File: config.mk
export PLATFORM = sky130hd
export DESIGN_NAME = msrv32_fetch_ctrl_flat
export DESIGN_NICKNAME = d
export VERILOG_FILES = /design/src/rtl/msrv32_fetch_ctrl_if.sv /design/src/rtl/msrv32_fetch_ctrl.sv /design/src/flat_wrapper.sv
export SDC_FILE = /design/constraint.sdc
export NUM_CORES = 1
export LEC_CHECK = 0
export BUFFER_PORTS_ARGS = -buffer_cell sky130_fd_sc_hd__buf_2
export CORE_MARGIN = 8
export CORE_UTILIZATION = 46
export CTS_CLUSTER_DIAMETER = 80
export DETAILED_ROUTE_END_ITERATION = 12
export GPL_TIMING_DRIVEN = 1
export PLACE_DENSITY = 0.84
export SYNTH_ARGS = -nofsm -noshare
export SYNTH_HDL_FRONTEND = slang
export SYNTH_SLANG_ARGS = --single-unit
File: constraint.sdc
create_clock -name clk_in -period 1.73 [get_ports clk_in]
set_input_delay 0.0865 -clock clk_in [delete_from_list [all_inputs] [get_ports clk_in]]
set_output_delay 0.0865 -clock clk_in [all_outputs]
set_load 0.01 [all_outputs]
File: src/rtl/msrv32_fetch_ctrl_if.sv
// msrv32 fetch controller bus bundle.
// Bus handshake, redirect requests and PC outputs.
interface msrv32_fetch_ctrl_if;
  logic        ahb_ready_in;
  logic        trap_taken_in;
  logic        mret_in;
  logic        branch_taken_in;
  logic        misaligned_instr_in;
  logic [31:0] pc_mux_in;
  logic [1:0]  pc_src_out;
  logic [31:0] pc_out;
  logic        fetch_req_out;
  logic        flush_out;
  logic        misaligned_exc_out;

  modport master (
    input  ahb_ready_in,
    input  trap_taken_in,
    input  mret_in,
    input  branch_taken_in,
    input  misaligned_instr_in,
    input  pc_mux_in,
    output pc_src_out,
    output pc_out,
    output fetch_req_out,
    output flush_out,
    output misaligned_exc_out
  );

  modport slave (
    output ahb_ready_in,
    output trap_taken_in,
    output mret_in,
    output branch_taken_in,
    output misaligned_instr_in,
    output pc_mux_in,
    input  pc_src_out,
    input  pc_out,
    input  fetch_req_out,
    input  flush_out,
    input  misaligned_exc_out
  );
endinterface

File: src/rtl/msrv32_fetch_ctrl.sv
// msrv32 fetch controller: PC register, PC mux select,
// stall handling with sticky trap/mret requests.
module msrv32_fetch_ctrl #(
  parameter logic [31:0] BOOT_ADDRESS = 32'h0000_0000
) (
  input logic               clk_in,
  input logic               rst_n_in,
  msrv32_fetch_ctrl_if.master bus
);

  typedef enum logic [1:0] {
    BOOT  = 2'd0,
    RUN   = 2'd1,
    STALL = 2'd2
  } state_t;

  state_t      state_q, state_d;
  logic [31:0] pc_q, pc_d;
  logic        req_q, req_d;
  logic        flush_q, flush_d;
  logic        exc_q, exc_d;
  logic        tpend_q, tpend_d;
  logic        mpend_q, mpend_d;
  logic [1:0]  src;
  logic        rdy;
  logic        trap;
  logic        mret;

  assign rdy  = bus.ahb_ready_in;
  assign trap = bus.trap_taken_in;
  assign mret = bus.mret_in;

  // PC mux select; pending requests only count on stall release
  always_comb begin
    src = 2'b11;
    unique case (state_q)
      BOOT: src = 2'b00;
      RUN: begin
        if (rdy && trap)      src = 2'b10;
        else if (rdy && mret) src = 2'b01;
        else                  src = 2'b11;
      end
      STALL: begin
        if (rdy && (trap || tpend_q))      src = 2'b10;
        else if (rdy && (mret || mpend_q)) src = 2'b01;
        else                               src = 2'b11;
      end
      default: src = 2'b00;
    endcase
  end

  // next-state, PC load, flush and misaligned pulse
  always_comb begin
    state_d = state_q;
    pc_d    = pc_q;
    req_d   = 1'b1;
    flush_d = 1'b0;
    exc_d   = 1'b0;
    tpend_d = tpend_q;
    mpend_d = mpend_q;
    if (state_q == BOOT) begin
      state_d = RUN;
      pc_d    = bus.pc_mux_in;
      flush_d = bus.branch_taken_in;
    end else if (rdy) begin
      state_d = RUN;
      tpend_d = 1'b0;
      mpend_d = 1'b0;
      if (src == 2'b11 && bus.misaligned_instr_in) begin
        exc_d = 1'b1;
      end else begin
        pc_d    = bus.pc_mux_in;
        flush_d = (src != 2'b11) || bus.branch_taken_in;
      end
    end else begin
      state_d = STALL;
      tpend_d = tpend_q || trap;
      mpend_d = mpend_q || (mret && !trap);
    end
  end

  // state and registered outputs, synchronous reset
  always_ff @(posedge clk_in) begin
    if (!rst_n_in) begin
      state_q <= BOOT;
      pc_q    <= BOOT_ADDRESS;
      req_q   <= 1'b0;
      flush_q <= 1'b1;
      exc_q   <= 1'b0;
      tpend_q <= 1'b0;
      mpend_q <= 1'b0;
    end else begin
      state_q <= state_d;
      pc_q    <= pc_d;
      req_q   <= req_d;
      flush_q <= flush_d;
      exc_q   <= exc_d;
      tpend_q <= tpend_d;
      mpend_q <= mpend_d;
    end
  end

  assign bus.pc_src_out         = src;
  assign bus.pc_out             = pc_q;
  assign bus.fetch_req_out      = req_q;
  assign bus.flush_out          = flush_q;
  assign bus.misaligned_exc_out = exc_q;

endmodule

File: src/flat_wrapper.sv
// flat-port wrapper written by rule: the top's interface ports become plain ports
module msrv32_fetch_ctrl_flat 
#(
  parameter logic [31:0] BOOT_ADDRESS = 32'h0000_0000
)
  (clk_in, rst_n_in, bus_ahb_ready_in, bus_trap_taken_in, bus_mret_in, bus_branch_taken_in, bus_misaligned_instr_in, bus_pc_mux_in, bus_pc_src_out, bus_pc_out, bus_fetch_req_out, bus_flush_out, bus_misaligned_exc_out);
  msrv32_fetch_ctrl_if bus_i ();
  input logic clk_in;
  input logic rst_n_in;
  input wire logic [$bits(bus_i.ahb_ready_in)-1:0] bus_ahb_ready_in;
  input wire logic [$bits(bus_i.trap_taken_in)-1:0] bus_trap_taken_in;
  input wire logic [$bits(bus_i.mret_in)-1:0] bus_mret_in;
  input wire logic [$bits(bus_i.branch_taken_in)-1:0] bus_branch_taken_in;
  input wire logic [$bits(bus_i.misaligned_instr_in)-1:0] bus_misaligned_instr_in;
  input wire logic [$bits(bus_i.pc_mux_in)-1:0] bus_pc_mux_in;
  output wire logic [$bits(bus_i.pc_src_out)-1:0] bus_pc_src_out;
  output wire logic [$bits(bus_i.pc_out)-1:0] bus_pc_out;
  output wire logic [$bits(bus_i.fetch_req_out)-1:0] bus_fetch_req_out;
  output wire logic [$bits(bus_i.flush_out)-1:0] bus_flush_out;
  output wire logic [$bits(bus_i.misaligned_exc_out)-1:0] bus_misaligned_exc_out;
  assign bus_i.ahb_ready_in = bus_ahb_ready_in;
  assign bus_i.trap_taken_in = bus_trap_taken_in;
  assign bus_i.mret_in = bus_mret_in;
  assign bus_i.branch_taken_in = bus_branch_taken_in;
  assign bus_i.misaligned_instr_in = bus_misaligned_instr_in;
  assign bus_i.pc_mux_in = bus_pc_mux_in;
  assign bus_pc_src_out = bus_i.pc_src_out;
  assign bus_pc_out = bus_i.pc_out;
  assign bus_fetch_req_out = bus_i.fetch_req_out;
  assign bus_flush_out = bus_i.flush_out;
  assign bus_misaligned_exc_out = bus_i.misaligned_exc_out;
  msrv32_fetch_ctrl #(.BOOT_ADDRESS(BOOT_ADDRESS)) u_core (.clk_in(clk_in), .rst_n_in(rst_n_in), .bus(bus_i));
endmodule
==> results of run 1 <==
## stage by stage
step | setup slack [ns] | std cells | util (%) | power, mW
final | -0.01086 | 338 | 76.41 | 1.941
after global routing | -0.04752 | 337 | 76.34 | 2.052
after CTS | 0.005162 | 332 | 72.25 | 1.890
after detailed placement | -0.03582 | 290 | 59.71 | 1.360
after global placement | 0.07729 | 290 | 59.71 | 1.347
after floorplan | 0.07660 | 178 | - | 1.232
## registers in the layout, summed over array words and instances, names as in the netlist
register,cells
u_core.bus.fetch_req_out,1
u_core.bus.pc_out,32
u_core.mpend_q,1
u_core.state_q,2
u_core.bus.misaligned_exc_out,1
u_core.bus.flush_out,1
u_core.tpend_q,1
## layout by cell type, fill, tap and decap left out, types with 2 or more instances in the layout
cell type / instances
clkbuf_16: 3
inv_1: 4
nand3_1: 2
inv_2: 2
ha_4: 2
a21oi_1: 2
buf_2: 75
buf_12: 2
nand2_1: 66
dfxtp_1: 37
buf_4: 3
mux2i_2: 2
dfxtp_2: 2
nor2_1: 5
clkbuf_4: 5
dlygate4sd3_1: 33
mux2i_1: 30
## metal layers
layer	routed length (microns)	track usage, %	up-vias
met1	1850	15.20	737
li1	-	-	807
met4	114	9.595	0
met3	353	5.921	12
met2	2712	30.49	56
met5	0	0	-
## synthesized netlist by cell type
library cell | count | area, sq um
a31oi_1 | 1 | 6.260
nand2b_1 | 1 | 6.260
dfxtp_1 | 39 | 780.8
nor2_1 | 5 | 18.77
and2_2 | 1 | 7.510
a21oi_1 | 3 | 15.01
or2_2 | 1 | 6.260
inv_1 | 6 | 22.52
o2111ai_1 | 1 | 8.760
a22o_1 | 1 | 8.760
nor3_1 | 1 | 5.000
buf_1 | 1 | 3.750
mux2i_1 | 32 | 320.3
nand3_1 | 2 | 10.01
ha_1 | 3 | 37.54
a41o_1 | 1 | 10.01
nand2_1 | 66 | 247.7
clkbuf_1 | 6 | 22.52
o21ai_0 | 2 | 10.01
buf_12 | 3 | 60.06
a2bb2oi_1 | 1 | 8.760
buf_6 | 1 | 11.26
## worst max-delay path by stage
stage                                  endpoint  depth (start not counted)  slack, ns
after floorplan            u_core.bus.pc_out[0]                          8       0.08
after global placement    u_core.bus.pc_out[10]                          7       0.08
after detailed placement   u_core.bus.pc_out[1]                          7      -0.04
after CTS                 u_core.bus.pc_out[16]                          7      0.005
after global routing      u_core.bus.pc_out[14]                          7      -0.05
final                     u_core.bus.pc_out[16]                          7      -0.01
## critical path: cells and delay by family, from the launching register on
| kind | cells | cell delay, ns |
|---|---|---|
| flip-flops | 1 | 0.33 |
| adder cells (fa/ha/maj) | 1 | 0.16 |
| AO/OA/AOI/OAI | 3 | 0.69 |
| buffers and inverters | 2 | 0.31 |
| multiplexers | 1 | 0.18 |
## power by group through the flow
stage          Sequential (mW)  Clock [mW]  Combinational [mW]
6_report                 0.999       0.468               0.475
5_1_grt                   1.01       0.530               0.515
3_5_place_dp              1.02           0               0.342
4_1_cts                  0.998       0.476               0.416
2_1_floorplan             1.04           0               0.187
3_3_place_gp              1.01           0               0.334
## cells by family (layout without fill, tap and decap cells)
group	after synthesis	in the layout	share of synthesized area [%]
compound gates	10	10	4.151
simple gates	77	77	18.52
fa+ha+maj	3	3	2.306
flops	39	39	47.96
mux	32	32	19.68
other cells	0	1	0
buf+inv	17	130	7.379
## final cells by class
| cell class | count | area [sq um] | share of cell area [%] |
|---|---|---|---|
| Tap cell | 46 | 57.56 | 2.240 |
| Multi-Input combinational cell | 122 | 777.0 | 30.23 |
| Antenna cell | 1 | 2.502 | 0.09737 |
| Timing Repair Buffer | 117 | 870.8 | 33.89 |
| Sequential cell | 39 | 783.3 | 30.48 |
| Inverter | 6 | 22.52 | 0.8763 |
| Clock inverter | 1 | 5.005 | 0.1947 |
| Clock buffer | 6 | 51.30 | 1.996 |
## timing repair
action	CTS	global route
pin swaps	1	3
gates resized for setup	1	12
setup endpoints to repair	12	34
hold buffers	33	0
endpoints found under the hold margin	33	0
cloned	1	3
buffers inserted	1	2
==> impl_metrics.tcl, run 1 <==
set metrics [dict create \
    status "finished with violations" \
    violations "setup timing" \
    worst_pin_slew_ns 0.2668 \
    first_iter_violations 80 \
    worstSetupPathType "reg2reg" \
    tritoncts "done" \
    syn-num-nets 220 \
    clk_pin_slew_ns 0.11 \
    cp.required_ns 2.00 \
    drt-total-wl_mm 5.029 \
    grtUsageTotal_pct 16.49 \
    coreArea_sq_um 3363 \
    r2r_cells 7 \
    synth_cell_types 22 \
    setup_viol 2 \
    regToRegSetupSlack_ns -0.01 \
    worstSetupStartpointType "flop" \
    min_period_ns 1.741 \
    worst_path_max_delay_cell "a41o_4" \
    fin_hold_ws_ns 0.04333 \
    worstSetupStartpoint "u_core.state_q[0]" \
    yosys_warnings 0 \
    row_count 21 \
    min_path_type "in2reg" \
    vias 1612 \
    hpwl_mm 2.879 \
    post-route-drc-count 0 \
    numClockSinks 39 \
    die_w_microns 75.49 \
    path_cells "buf_4, ha_4, o21ai_0, a21oi_2, a41o_4, clkbuf_16, mux2i_2" \
    hold_viol 0 \
    cp_data_arrival_time_ns 2.01 \
    p_int_mw 1.410 \
    p_leak_nw 1.224 \
    synth_area_sq_um 1628 \
    port_buffers 75 \
    syn-instance-count 178 \
    r2r_start "u_core.state_q[0]" \
    min_path_cells 3 \
    ys_seq_area_share_pct 47.96 \
    combPwrFrac_pct 24.5 \
    finClkSkew_ns 0.008394 \
    clk_latency_ns 0.34 \
    r2r_end "u_core.bus.pc_out[16]" \
    drive_gt1_share_pct 35.74 \
    cts.htree.levels 2 \
    whs_endpoint "u_core.bus.pc_out[1]" \
    detail_route.vias_per_cell 4.769 \
    start_util_pct 48.40 \
    overflow 0 \
    place.gp.congestion 0.7544 \
    dpl_cell_area_sq_um 2008 \
    nNetsFinal 333 \
    cellPowerDensity_nw_per_um2 755.4 \
    grt_max_degree 70 \
    crit_path_end_kind "flop" \
    grt_pass1_wl_mm 7.003 \
    fmax_mhz 574.4 \
    maxCapViolations 0 \
    wl_per_cell_microns 14.88 \
    dieArea_sq_um 5698 \
    relSlewSlack_pct 82.03 \
    grt_antenna_before_repair 0 \
    setup_tns_ns -0.01541 \
    fin_crit_sh_pct 100.6 \
    clockRootBuffer "clkbuf_4" \
    holdCritStartpoint "bus_pc_mux_in[1]" \
    p_sw_uw 531.4 \
    cp_max_fo 5 \
    io_pins 76 \
    fillers 254 \
    ant_nets 0 \
    seq_power_share_pct 51.4 \
    avgSynthCellArea_sq_um 9.145 \
    critPathMaxStageDelay_ns 0.34 \
    clockPowerShare_pct 24.1 \
    swShare_pct 27.37 \
    cts_buffers 5 \
    area_delta_synth_final_pct 57.88 \
    cts_buffer_depth 2 \
    die_height_microns 75.49 \
    layout_setup_ws_ns -0.01086 \
    ir_drop_mv 0.4900 \
    ys_ff_latch 39 \
    slew_viol_final 0 \
    finalInstanceArea_sq_um 2570 \
    first_global_vias 1596 \
    dr.pass1.iters 4 \
]
Note: power is estimated with default switching activity, not from simulation.
==> run 2: changes to the inputs <==
--- a/config.mk
+++ b/config.mk
@@ -5,13 +5,14 @@
 export SDC_FILE = /design/constraint.sdc
 export NUM_CORES = 1
 export LEC_CHECK = 0
+export ABC_AREA = 1
 export BUFFER_PORTS_ARGS = -buffer_cell sky130_fd_sc_hd__buf_2
 export CORE_MARGIN = 8
-export CORE_UTILIZATION = 46
+export CORE_UTILIZATION = 47
 export CTS_CLUSTER_DIAMETER = 80
 export DETAILED_ROUTE_END_ITERATION = 12
 export GPL_TIMING_DRIVEN = 1
-export PLACE_DENSITY = 0.84
+export PLACE_DENSITY = 0.83
 export SYNTH_ARGS = -nofsm -noshare
 export SYNTH_HDL_FRONTEND = slang
 export SYNTH_SLANG_ARGS = --single-unit
==> impl_metrics.tcl, run 2 <==
set metrics [dict create \
    status "complete, no violations" \
    crit_buf_inv 3 \
    p_int_mw 1.612 \
    seq_power_share_pct 45.9 \
    min_path_type "in2reg" \
    syn-instance-count 257 \
    min_period_ns 1.543 \
    tritoncts "done" \
    synth_fa_ha_area_share_pct 2.027 \
    clk_pin_slew_ns 0.07 \
    die_height_microns 78.77 \
    setup_tns_ns 0 \
    ant_nets 0 \
    r2r_end "u_core.bus.pc_out[23]" \
    yosysTopAreaCellShare_pct 42.16 \
    async_flop_share_pct 0 \
    use_met1_pct 15.20 \
    first_global_vias 1750 \
    drive_gt1_share_pct 31.31 \
    p_leak_nw 1.388 \
    ys_seq_area_share_pct 42.16 \
    wl_per_cell_microns 11.22 \
    cts_resized 0 \
    crit_path_end_kind "flop" \
    grt_pass1_wl_mm 7.452 \
    hold_buffers 0 \
    r2r_cells 8 \
    vias 1765 \
    synthFlopType "dfxtp_1" \
    worstSetupStartpoint "u_core.state_q[0]" \
    combPwrFrac_pct 18.3 \
    p_sw_uw 572.8 \
    grtUsageMet2_pct 24.77 \
    first_iter_violations 59 \
    path_cells "inv_1, ha_1, inv_1, a21oi_4, nand4_4, buf_12, a21oi_1, nor2_1" \
    grt_antenna_before_repair 0 \
    worstSetupStartpointType "flop" \
    gr-max-usage-layer "met2" \
    place.gp.congestion 0.7609 \
    syn-num-nets 299 \
    synth_area_sq_um 1852 \
    synth_cell_types 21 \
    worst_path_max_delay_cell "dfxtp_1" \
    swShare_pct 26.22 \
    dieArea_sq_um 6205 \
    yosys_warnings 0 \
    synthMuxAreaShare_pct 0 \
    worst_pin_slew_ns 0.3071 \
    synth_top_area_cell "dfxtp_1" \
    hpwl_mm 3.143 \
    hold_viol 0 \
    area_delta_synth_final_pct 28.58 \
    row_count 23 \
    synth_simple_gate_area_share_pct 28.92 \
    detail_route.vias_per_cell 4.657 \
    synthTopCellsByArea "dfxtp_1, a21oi_1, inv_1, nand2_1, nor2_1" \
    cp_top_family "flip-flops" \
    largest_register_ffs 32 \
    finClkSkew_ns 0.003632 \
    drt-total-wl_mm 4.251 \
    cts_buffer_depth 2 \
    numClockSinks 39 \
    grt_max_degree 53 \
    synth-compound-area-share_pct 11.89 \
    path_depth 8 \
    holdCritStartpoint "bus_branch_taken_in" \
    worstSetupPathType "reg2reg" \
    fin_hold_ws_ns 0.03116 \
    min_path_cells 3 \
    fin_crit_sh_pct 89.20 \
    r2r_start "u_core.state_q[0]" \
    cp_common_cell "inv_1" \
    nNetsFinal 370 \
    start_util_pct 47.67 \
    clockRootBuffer "clkbuf_8" \
    relSlewSlack_pct 79.53 \
    io_pins 76 \
    post_cts_buffers 0 \
    utilization_pct 61.29 \
    ir_drop_mv 0.5297 \
    gr-usage-met3_pct 5.643 \
    synth_xor_area_share_pct 0 \
    synth_edf_count 0 \
    avgSynthCellArea_sq_um 7.205 \
    regToRegSetupSlack_ns 0.19 \
    slew_viol_final 0 \
    dr.pass1.iters 4 \
    critPathMaxStageDelay_ns 0.34 \
    cp.required_ns 1.92 \
    cts_buffers 5 \
    diodes 0 \
    die_w_microns 78.77 \
    cts.htree.levels 2 \
    maxCapViolations 0 \
    coreArea_sq_um 3885 \
    overflow 0 \
    whs_endpoint "u_core.bus.flush_out" \
    setup_viol 0 \
    rsz0062_at_grt "false" \
    final_cell_mix "buf_2, inv_1, dfxtp_1" \
    grtUsageTotal_pct 14.53 \
    synth_top_family_by_area "simple AND/OR/NAND/NOR gates" \
    post-route-drc-count 0 \
    yosysMostFrequentCell "inv_1" \
    final_common_cell "buf_2" \
    clockPowerShare_pct 35.8 \
    synthTopCellsByCount "inv_1, dfxtp_1, nand2_1, nor2_1, a21oi_1" \
    ys_ff_latch 39 \
    clk_latency_ns 0.29 \
    cp_max_fo 34 \
    port_buffers 75 \
    cellPowerDensity_nw_per_um2 917.5 \
    cp_data_arrival_time_ns 1.73 \
    fmax_mhz 648.0 \
]
run 2: worst min-delay path, stage by stage:
cell     delay [ns]
buf_2          0.09
a21oi_1        0.06
nand2_1        0.05
run 2: cells by family (layout without fill, tap and decap cells):
kind of cell             count (synthesis)  in the layout
AO/OA/AOI/OAI                           42             42
flip-flops                              39             39
adder cells (fa/ha/maj)                  3              3
buffers and inverters                   60            132
AND/OR/NAND/NOR                        113            113
run 2: metal layers:
layer / part of all wire, % / vias up
met2: 46 / 47
met1: 44 / 771
met3: 8.3 / 7
li1: - / 940
met4: 1.8 / 0
met5: 0 / -
run 2: layout make-up:
cell class | count | area [sq um]
Clock inverter | 2 | 35.03
Multi-Input combinational cell | 158 | 800.8
Clock buffer | 6 | 82.58
Timing Repair Buffer | 81 | 457.9
Tap cell | 50 | 62.56
Sequential cell | 39 | 780.7
Inverter | 43 | 161.4
Fill cell | 374 | 1504
run 2: stage by stage:
step	setup WS, ns	instances	power [mW]	instance area [sq um]
final	0.1869	379	2.185	2381
after global routing	0.03123	379	2.315	2381
after CTS	0.1428	379	2.221	2374
after detailed placement	0.1582	371	1.428	2256
after global placement	0.2448	371	1.417	2256
after floorplan	0.1311	257	1.269	1852
run 2: how the worst max path moves through the flow:
stage                                       end  slack (ns)
final                     u_core.bus.pc_out[23]        0.19
after detailed placement  u_core.bus.pc_out[14]        0.16
after global placement    u_core.bus.pc_out[15]        0.24
after floorplan           u_core.bus.pc_out[18]        0.13
after global routing      u_core.bus.pc_out[15]        0.03
after CTS                 u_core.bus.pc_out[23]        0.14
run 2: power groups by stage:
stage,combinational (mW),sequential (mW),clock [mW]
floorplan,0.213,1.06,0
global placement,0.393,1.02,0
detailed placement,0.404,1.02,0
CTS,0.405,1.00,0.812
global route,0.457,1.01,0.844
finish,0.399,1.00,0.782
==> run 3: changes to the inputs <==
--- a/config.mk
+++ b/config.mk
@@ -7,12 +7,14 @@
 export LEC_CHECK = 0
 export ABC_AREA = 1
 export BUFFER_PORTS_ARGS = -buffer_cell sky130_fd_sc_hd__buf_2
+export CELL_PAD_IN_SITES_DETAIL_PLACEMENT = 1
+export CELL_PAD_IN_SITES_GLOBAL_PLACEMENT = 1
 export CORE_MARGIN = 8
-export CORE_UTILIZATION = 47
+export CORE_UTILIZATION = 33
 export CTS_CLUSTER_DIAMETER = 80
 export DETAILED_ROUTE_END_ITERATION = 12
 export GPL_TIMING_DRIVEN = 1
-export PLACE_DENSITY = 0.83
+export PLACE_DENSITY = 0.84
 export SYNTH_ARGS = -nofsm -noshare
 export SYNTH_HDL_FRONTEND = slang
 export SYNTH_SLANG_ARGS = --single-unit
==> impl_metrics.tcl, run 3 (same netlist as run 2, synthesis figures left out) <==
set metrics [dict create \
    ir_drop_mv 0.3251 \
    die_height_microns 90.91 \
    grt_antenna_before_repair 0 \
    finClkSkew_ns 0.005112 \
    min_period_ns 1.564 \
    placedCellCount 393 \
    cp_data_arrival_time_ns 1.74 \
    nNetsFinal 370 \
    place.gp.congestion 0.7354 \
    clk_latency_ns 0.28 \
    top_layer_used "met4" \
    tritoncts "done" \
    combPwrFrac_pct 19.9 \
    critPathMaxStageDelay_ns 0.34 \
    drive_gt1_share_pct 31.00 \
    hold_viol 0 \
    grtUsageTotal_pct 12.04 \
    cp_common_cell "inv_1" \
    clockPowerShare_pct 31.7 \
    fin_cells 401 \
    min_path_type "in2reg" \
    detail_route.vias_per_cell 4.561 \
    hpwl_mm 3.782 \
    finalInstanceArea_sq_um 2395 \
    cp_max_fo 30 \
    first_iter_violations 58 \
    fillers 737 \
    clockRootBuffer "clkbuf_8" \
    p_int_mw 1.513 \
    overflow 0 \
    route.met3.wl_microns 276 \
    setup_tns_ns 0 \
    numClockSinks 39 \
    dr.pass1.iters 4 \
    swShare_pct 27.14 \
    diodes 0 \
    worstSetupStartpointType "flop" \
    setup_viol 0 \
    grt_max_degree 43 \
    cp.required_ns 1.91 \
    ant_nets 0 \
    final_common_cell "buf_2" \
    p_sw_uw 563.8 \
    worstSetupPathType "reg2reg" \
    worst_pin_slew_ns 0.3333 \
    seq_power_share_pct 48.3 \
    drt-total-wl_mm 4.984 \
    grt_pass1_wl_mm 8.404 \
    largest_register_ffs 32 \
    die_w_microns 90.91 \
    relSlewSlack_pct 77.78 \
    wl_per_cell_microns 12.43 \
    area_delta_synth_final_pct 29.32 \
    coreArea_sq_um 5473 \
    wl_met1_mm 2.266 \
    cts_buffer_depth 2 \
    row_count 27 \
    cts.htree.levels 2 \
    port_buffers 75 \
    path_cells "inv_1, ha_1, inv_1, a21oi_4, nand4_4, buf_6, a21oi_1, nor2_1" \
    post-route-drc-count 0 \
    status "complete, no violations" \
    cts_buffers 5 \
    hold_buffers 0 \
    cellPowerDensity_nw_per_um2 867.4 \
    start_util_pct 33.84 \
    p_leak_nw 1.380 \
    crit_path_end_kind "flop" \
    dpl_cell_area_sq_um 2283 \
    maxCapViolations 0 \
    clk_pin_slew_ns 0.07 \
    slew_viol_final 0 \
    utilization_pct 43.76 \
    fin_crit_sh_pct 90.41 \
    rsz0062_at_grt "false" \
    met2_length_mm 2.376 \
    vias 1829 \
    first_global_vias 1903 \
    fmax_mhz 639.3 \
    final_cell_mix "buf_2, inv_1, dfxtp_1" \
    io_pins 76 \
    worst_path_max_delay_cell "dfxtp_1" \
    dieArea_sq_um 8265 \
]
[run 3: cell count changes in the layout (fill, tap and decap cells not counted), sizes merged]
| cell | delta |
|---|---|
| bufinv | -1 |
| clkinv | -1 |
| clkbuf | +2 |
[run 3: worst paths after layout]
| path | start | to | slack [ns] | cells past startpoint |
|---|---|---|---|---|
| worst max-delay path | u_core.state_q[0] | u_core.bus.pc_out[29] | 0.17 | 8 |
| worst min-delay path | bus_branch_taken_in | u_core.bus.flush_out | 0.06 | 3 |
| worst max register to register | u_core.state_q[0] | u_core.bus.pc_out[29] | 0.17 | 8 |
| worst min register to register | u_core.bus.pc_out[28] | u_core.bus.pc_out[28] | 0.48 | 2 |
[run 3: final cells by class]
type                       count  area (sq um)  area share (%)
inverter                      43         161.4           6.740
sequential                    39         780.7           32.60
tap                           72         90.09           3.762
timing repair buffer          81         461.7           19.28
multi-input combinational    158         800.8           33.44
clock buffer                   8         100.1           4.180
[run 3: through the flow]
stage                     total power, mW  setup slack, ns  hold WS, ns
after floorplan                     1.269           0.1311       0.1142
after global placement              1.428           0.1841       0.3248
after detailed placement            1.446          0.06154       0.3436
after CTS                           2.115          0.05674      0.04484
after global routing                2.217          0.01011      0.04789
final                               2.077           0.1659      0.05587
[run 3: repair_timing]
item / 4_1_cts / 5_1_grt
buffers inserted: 0 / 0
setup endpoints to repair: 0 / 14
resized for setup: 0 / 2
[run 3: power by group through the flow]
stage / Sequential [mW] / Combinational, mW / Clock, mW
after floorplan: 1.06 / 0.213 / 0
after global placement: 1.03 / 0.403 / 0
after detailed placement: 1.02 / 0.421 / 0
after CTS: 1.00 / 0.422 / 0.688
after global routing: 1.01 / 0.467 / 0.736
final: 1.00 / 0.414 / 0.659
[run 3: critical path: cells and delay by family (launching register included)]
| family | cells | cell delay (ns) |
|---|---|---|
| AND/OR/NAND/NOR | 2 | 0.18 |
| adder cells (fa/ha/maj) | 1 | 0.27 |
| flip-flops | 1 | 0.34 |
| AO/OA/AOI/OAI | 2 | 0.32 |
| buffers and inverters | 3 | 0.35 |
[run 3: metal layers]
| layer | global-route usage, % | up-vias |
|---|---|---|
| li1 | - | 941 |
| met1 | 13.05 | 834 |
| met2 | 21.19 | 49 |
| met3 | 3.658 | 5 |
| met4 | 5.184 | 0 |
| met5 | 0 | - |
